==> src/rtl/deserialize_if.sv <==
// Stream-side bundle of the chain-tail deserializer: gated word stream in,
// reassembled parallel frame plus its strobe out.
interface deserialize_if #(
    parameter int dwi  = 28,
    parameter int n_ch = 4
);
    logic signed [dwi-1:0]      stream_in;
    logic                       gate_in;
    logic        [n_ch*dwi-1:0] data_out;
    logic                       strobe_out;

    // Upstream/observer side: drives the stream, watches the frame.
    modport master (
        output stream_in, gate_in,
        input  data_out, strobe_out
    );

    // Deserializer side.
    modport slave (
        input  stream_in, gate_in,
        output data_out, strobe_out
    );
endinterface

==> src/rtl/deserialize.sv <==
// Reassembles one gated run of n_ch serial words into a parallel frame,
// flagging short and long runs with sticky error bits.
module deserialize #(
    parameter int dwi  = 28,
    parameter int n_ch = 4,
    parameter int cw   = 3
) (
    input  logic              clk,
    input  logic              rst_n,
    deserialize_if.slave      bus,
    input  logic              clr_err,
    output logic              short_err,
    output logic              long_err,
    output logic [15:0]       frame_cnt
);

    typedef enum logic [1:0] {IDLE, FILL, DRAIN} state_t;

    state_t                    state, state_nxt;
    logic [cw-1:0]             cnt;
    // Only words 0..n_ch-2 are held; the last word goes straight to data_out.
    logic [(n_ch-1)*dwi-1:0]   frame_q;
    logic                      last_word;
    logic                      capture, deliver, short_evt, long_evt;

    assign last_word = (cnt == cw'(n_ch - 1));

    always_ff @(posedge clk or negedge rst_n) begin
        if (!rst_n) state <= IDLE;
        else        state <= state_nxt;
    end

    // NOTE: combinational blocks assign a default first so no latch is inferred.
    always_comb begin
        state_nxt = state;
        case (state)
            IDLE:    if (bus.gate_in) state_nxt = FILL;
            FILL:    if (!bus.gate_in)  state_nxt = IDLE;
                     else if (last_word) state_nxt = DRAIN;
            DRAIN:   if (!bus.gate_in) state_nxt = IDLE;
            default: state_nxt = IDLE;
        endcase
    end

    always_comb begin
        capture   = 1'b0;
        deliver   = 1'b0;
        short_evt = 1'b0;
        long_evt  = 1'b0;
        case (state)
            IDLE:  capture = bus.gate_in;
            FILL: begin
                capture   = bus.gate_in && !last_word;
                deliver   = bus.gate_in && last_word;
                short_evt = !bus.gate_in;
            end
            DRAIN: long_evt = bus.gate_in;
            default: ;
        endcase
    end

    // NOTE: the shift register is reset along with the control state so a
    // freshly reset block never exposes stale words; sequential state uses <= only.
    always_ff @(posedge clk or negedge rst_n) begin
        if (!rst_n) begin
            cnt            <= '0;
            frame_q        <= '0;
            bus.data_out   <= '0;
            bus.strobe_out <= 1'b0;
            frame_cnt      <= '0;
            short_err      <= 1'b0;
            long_err       <= 1'b0;
        end else begin
            bus.strobe_out <= deliver;
            if (capture) begin
                frame_q[int'(cnt)*dwi +: dwi] <= bus.stream_in;
                cnt <= cnt + 1'b1;
            end else if (deliver || short_evt) begin
                cnt <= '0;
            end
            if (deliver) begin
                bus.data_out <= {bus.stream_in, frame_q};
                frame_cnt    <= frame_cnt + 16'd1;
            end
            // A new error event on the same edge as clr_err wins.
            short_err <= short_evt | (short_err & ~clr_err);
            long_err  <= long_evt  | (long_err  & ~clr_err);
        end
    end

endmodule

==> src/flat_wrapper.sv <==
// flat-port wrapper written by rule: the top's interface ports become plain ports
module deserialize_flat 
#(
    parameter int dwi  = 28,
    parameter int n_ch = 4,
    parameter int cw   = 3
)
  (clk, rst_n, clr_err, short_err, long_err, frame_cnt, bus_stream_in, bus_gate_in, bus_data_out, bus_strobe_out);
  deserialize_if #(.dwi(dwi), .n_ch(n_ch)) bus_i ();
  input  logic clk;
  input  logic rst_n;
  input  logic clr_err;
  output logic short_err;
  output logic long_err;
  output logic [15:0] frame_cnt;
  input wire logic [$bits(bus_i.stream_in)-1:0] bus_stream_in;
  input wire logic [$bits(bus_i.gate_in)-1:0] bus_gate_in;
  output wire logic [$bits(bus_i.data_out)-1:0] bus_data_out;
  output wire logic [$bits(bus_i.strobe_out)-1:0] bus_strobe_out;
  assign bus_i.stream_in = bus_stream_in;
  assign bus_i.gate_in = bus_gate_in;
  assign bus_data_out = bus_i.data_out;
  assign bus_strobe_out = bus_i.strobe_out;
  deserialize #(.dwi(dwi), .n_ch(n_ch), .cw(cw)) u_core (.clk(clk), .rst_n(rst_n), .bus(bus_i), .clr_err(clr_err), .short_err(short_err), .long_err(long_err), .frame_cnt(frame_cnt));
endmodule
==> config.mk <==
export PLATFORM = sky130hd
export DESIGN_NAME = deserialize_flat
export DESIGN_NICKNAME = d
export VERILOG_FILES = /design/src/rtl/deserialize_if.sv /design/src/rtl/deserialize.sv /design/src/flat_wrapper.sv
export SDC_FILE = /design/constraint.sdc
export NUM_CORES = 1
export LEC_CHECK = 0
export BUFFER_PORTS_ARGS = -buffer_cell sky130_fd_sc_hd__buf_2
export CAP_MARGIN = 20
export CORE_AREA = 2 2 194 149
export CTS_CLUSTER_SIZE = 24
export DETAILED_ROUTE_END_ITERATION = 8
export DIE_AREA = 0 0 196 151
export SLEW_MARGIN = 20
export SYNTH_ARGS = -nofsm -noshare
export SYNTH_HDL_FRONTEND = slang
export SYNTH_SLANG_ARGS = --single-unit
==> constraint.sdc <==
create_clock -name clk -period 4.2 [get_ports clk]
set_input_delay 0.42 -clock clk [delete_from_list [all_inputs] [get_ports clk]]
set_output_delay 0.42 -clock clk [all_outputs]
set_load 0.01 [all_outputs]
# Yosys cells after proc, flatten, opt, wreduce, memory -nomap -nowiden
# Cells that the tools add are included.
dict set report totals {
  register_bits 220
  inputBits 32
  out_inout_bits 131
  elab_cells 45
}
dict set report classes {
  addsub 3
  mul 1
  eq_ne 6
  n_shift 2
  mux 12
  bitwise_logic 5
  n_reduce_logical 8
}
# op count
set ops {}
lappend ops {{bitwise mux 84 bit} 1}
lappend ops {{variable shift 28 x 33 -> 84 bit, first input constant} 1}
lappend ops {{indexed part select 28 x 33 -> 84 bit} 1}
lappend ops {{negator 32 -> 33 bit} 1}
lappend ops {{adder 16 x 1 -> 16 bit, second input constant} 1}
lappend ops {{2-to-1 mux 2 bit} 4}
lappend ops {{multiplier 3 x 3 -> 6 bit, second input constant} 1}
lappend ops {{2-to-1 mux 3 bit} 2}
lappend ops {{one-hot mux 2 bit (3 select lines)} 1}
lappend ops {{inequality test 2 bit, second input constant} 2}
lappend ops {{adder 3 x 1 -> 3 bit, second input constant} 1}
lappend ops {{== test 3 x 2 -> 1 bit, second input constant} 1}
lappend ops {{2-to-1 mux 1 bit} 3}
lappend ops {{inequality test 3 x 2 -> 1 bit, second input constant} 1}
lappend ops {{AND reduction 3 bit} 1}
lappend ops {{AND 1 bit} 2}
lappend ops {{== test 2 x 1 -> 1 bit, second input constant} 1}
lappend ops {{== test 2 bit, second input constant} 1}
lappend ops {{logical AND 1 bit} 2}
lappend ops {{zero test 1 bit} 2}
lappend ops {{zero test 2 bit} 1}
lappend ops {{OR 1 bit} 2}
lappend ops {{one-hot mux 1 bit (2 select lines)} 1}
lappend ops {{nonzero test 2 bit} 1}
lappend ops {{other kinds (2)} 2}

# Depth between registers and ports, before layout
dict set report depth {
  word_depth 6
  ltp_mapped 17
}

# Worst setup path after synthesis
# OpenSTA, ideal clock, no wires.
dict set report synth_path {
  kind {register -> register}
  startpoint {register u_core.cnt[0]}
  endpoint {register u_core.frame_q[16]}
  setup_time_ns 0.125
  arrival_ns 3.918
  t_required_ns 4.075
  path_slack_ns 0.157
  path_stages_with_launch 16
  synth_period_minus_slack_ns 4.043
  path_cell_list {dfrtp_1 > buf_6 > clkbuf_1 > inv_1 > clkbuf_1 > ha_1 > or4_4 > nor2_1 > ha_1 > and3b_1 > clkbuf_1 > and2_1 > buf_1 > o211ai_1 > a21oi_1 > mux2_2}
}
dict set report synth_via {
  elab_chain_len 4
  word_cells_on_any_way 9
}
# element line_no
set synth_rtl {}
lappend synth_rtl {{from (decl)} deserialize.sv:20} ;# logic [cw-1:0] cnt;
lappend synth_rtl {{from (signal assigned)} deserialize.sv:77} ;# cnt <= cnt + 1'b1;
lappend synth_rtl {{multiplier 3 x 3 -> 6 bit / == test 3 x 2 -> 1 bit (equally long branches)} {deserialize.sv:76, deserialize.sv:26}}
lappend synth_rtl {{negator 32 -> 33 bit / zero test 1 bit (equally long branches)} {deserialize.sv:76, deserialize.sv:53}}
lappend synth_rtl {{indexed part select 28 x 33 -> 84 bit (tied with other cells)} deserialize.sv:76} ;# frame_q[int'(cnt)*dwi +: dwi] <= bus.stream_in;
lappend synth_rtl {{bitwise mux 84 bit / one-hot mux 1 bit (2 select lines) (equally long branches)} {deserialize.sv:76, deserialize.sv:50}}
lappend synth_rtl {{to (signal, indexed assignment)} deserialize.sv:76}
lappend synth_rtl {{to (decl)} deserialize.sv:22} ;# logic [(n_ch-1)*dwi-1:0] frame_q;
# Parallel ways exist; a longest one is shown, timed or not.
# A chain may end at the register's enable or synchronous reset.

# Final worst setup path
dict set report layout_path {
  startpoint {register u_core.cnt[1]}
  endpoint {register u_core.frame_q[8]}
}
# The elaborated chain is that of the path after synthesis.

==> results.cfg <==
[run_status]
status = finished, violations left
violations = negative hold slack

[synthesis]
yosys.area.top_type_share_pct = 50.4
ys_seq_area_share_pct = 50.4
postSynthAreaPerCell_um2 = 9.43
synth_area_mm2 = 0.0109
synth-edff-count = 0
yosys_warnings = 0
synth-seq-cells = 220
synth_flop_cell = dfrtp_1
synthTopCellsByArea = dfrtp_1 (50%), nand2_1 (13%), mux2_2 (3.6%)
synthArstFlopShare_pct = 100
synth_cells = 1158
yosys.area.top_type = dfrtp_1
yosysUniqueCellTypes = 63
syn_nets = 1207

[critical_path]
cp_max_fo = 7
cp-end-kind = register
path_cells = fa_1, ha_2, fa_1, or4_4, nor2_1, ha_2, inv_2, or4_4, nor4_4, o21bai_4, mux2i_1
path_buf_inv = 1
crit_arrival_ps = 4470
startpoint_type = register
crit_slowest_cell = or4_4
critical_path_required_ps = 4630
slowest_delay_ps = 610
cp_top_family = simple AND/OR/NAND/NOR gates
crit_type = reg -> reg

[clocking]
cts_tree = built
htree_levels = 1
clock_sinks = 220
ctsRootBufferMaster = clkbuf_16
cts_buffer_depth = 3
clk_pin_slew_ps = 60
holdBufCountCts = 0
cts_buffers = 25
clkLatencyLatePin_ps = 520

[floorplan]
ioPinCount = 163
rows = 53
die_height_um = 151
fp.dieW_um = 196
start_util_pct = 39.6
core-area_mm2 = 0.0276
die_area_mm2 = 0.0296

[sta]
finalCritPeriodShare_pct = 96.0
setup_tns_ps = 0
finalSetupViolations = 0
slew_viol_final = 0
finalHoldViolCount = 5
min_period_ps = 4030
clock_skew_ps = 18.2
relSlewSlack_pct = 22.4
max_freq_mhz = 248
tightest_slew_ps = 1160
whs_ps = -8.70
rsz0062_at_grt = no

[placed_design]
dpl_cell_area_mm2 = 0.0123
portBuffers = 162
place_congestion = 0.967
dp_hpwl_um = 26100

[finish]
area_delta_synth_final_pct = 20.6
fin_area_mm2 = 0.0132
final_core_util_pct = 47.8
final_layout_size_suffix_gt1_share_pct = 24.3
fin_nets = 1370
antennaDiodeCount = 0

[route]
drtIter0Drc = 1119
vias = 9618
via_per_inst = 5.67
dr.pass1.iters = 5
wl_per_cell_um = 21.5
drc = 0
wl_um = 36400
ant_nets = 0

[global_route]
grt_pass1_wl_um = 56200
grt_pass1_vias = 9412
grtUsageTotal_pct = 24.6
antenna_found_initial = 0
grt_max_degree = 121
gr-total-overflow = 0

[flow_run]
drv_cap = 0

[power]
powerDensity_mw_per_mm2 = 957
power_mw = 12.6
peakVddDrop_uv = 492
cellLeakagePower_nw = 6.64

[worst_hold_path]
hold_path_class = in -> async
[sequential cells by signal, indices dropped and copies added (netlist names)]
name                   cells
u_core.bus.data_out      112
u_core.short_err           1
u_core.long_err            1
u_core.frame_cnt          16
u_core.state               2
u_core.frame_q            84
u_core.cnt                 3
u_core.bus.strobe_out      1
[cell usage in the layout (no fill, tap or decap), drive strengths merged, types with 16 or more instances in the layout]
| cell type | n |
|---|---|
| inv | 24 |
| nand2 | 385 |
| a22oi | 17 |
| buf | 211 |
| clkbuf | 36 |
| mux2i | 22 |
| nand3 | 24 |
| mux2 | 35 |
| mux4 | 16 |
| a21oi | 33 |
| o21ai | 61 |
| nor2 | 36 |
| dfrtp | 220 |
[logic make-up (layout without fill, tap and decap cells)]
family                   Yosys count  count (layout)  share of synthesized area, %
adder cells (fa/ha/maj)           17              17                          2.15
AO/OA/AOI/OAI                    226             226                          14.2
XOR/XNOR                          19              19                          1.52
buffers and inverters             99             279                          3.55
flip-flops                       220             220                          50.4
multiplexers                      73              73                          8.92
AND/OR/NAND/NOR                  504             504                          19.3
[report_power, final]
| part | total [mW] | switching, mW | internal (mW) |
|---|---|---|---|
| combinational | 7.13 | 4.68 | 2.45 |
| clock | 2.19 | 0.880 | 1.31 |
| sequential | 3.29 | 0.430 | 2.86 |
[cell usage after synthesis (16+ instances only)]
cell type,instances
mux2_2,35
clkbuf_1,59
mux4_2,16
dfrtp_1,220
a21oi_1,33
o21ai_0,58
mux2i_1,22
nor2_1,36
nand3_1,24
nand2_1,385
inv_1,24
a22oi_1,17
[per-stage QoR]
step / instances / setup WS (ps)
4_1_cts: 1689 / 31.2
5_1_grt: 1695 / 1.68
6_report: 1695 / 169
2_1_floorplan: 1158 / 157
3_3_place_gp: 1645 / 122
3_5_place_dp: 1645 / 34.8
[layout make-up]
cell class	count	area [µm²]
multi-input cells	839	5080
clock inverters	8	75.1
well taps	357	447
repair buffers	211	1230
clock buffers	36	757
fillers	2668	14400
inverters	24	91.3
flip-flops and latches	220	5510
[what timing repair did]
item,in CTS,in global routing
endpoints found under the setup margin,1,40
gates resized for setup,1,7
setup buffers,0,6
pin swaps,0,4
[per-layer routing]
layer	track usage (%)	up-vias	wire length (µm)
met5	0	-	0
met4	6.78	0	1220
met3	6.35	90	3660
met2	34.9	475	14600
met1	37.0	4691	16900
li1	-	4362	-
[final timing paths]
| kind | start | end | slack [ps] | cells past startpoint |
|---|---|---|---|---|
| worst max-delay path | u_core.cnt[1] | u_core.frame_q[8] | 170 | 11 |
| worst min-delay path | rst_n | u_core.bus.data_out[35] | -9 | 1 |
| worst max register to register | u_core.cnt[1] | u_core.frame_q[8] | 170 | 11 |
| worst min register to register | u_core.frame_cnt[15] | u_core.frame_cnt[15] | 460 | 1 |
| max in group asynchronous | rst_n | u_core.bus.data_out[18] | 3270 | 2 |
| min in group clk | clr_err | u_core.short_err | 100 | 2 |
Power figures use the tool's default switching activity.
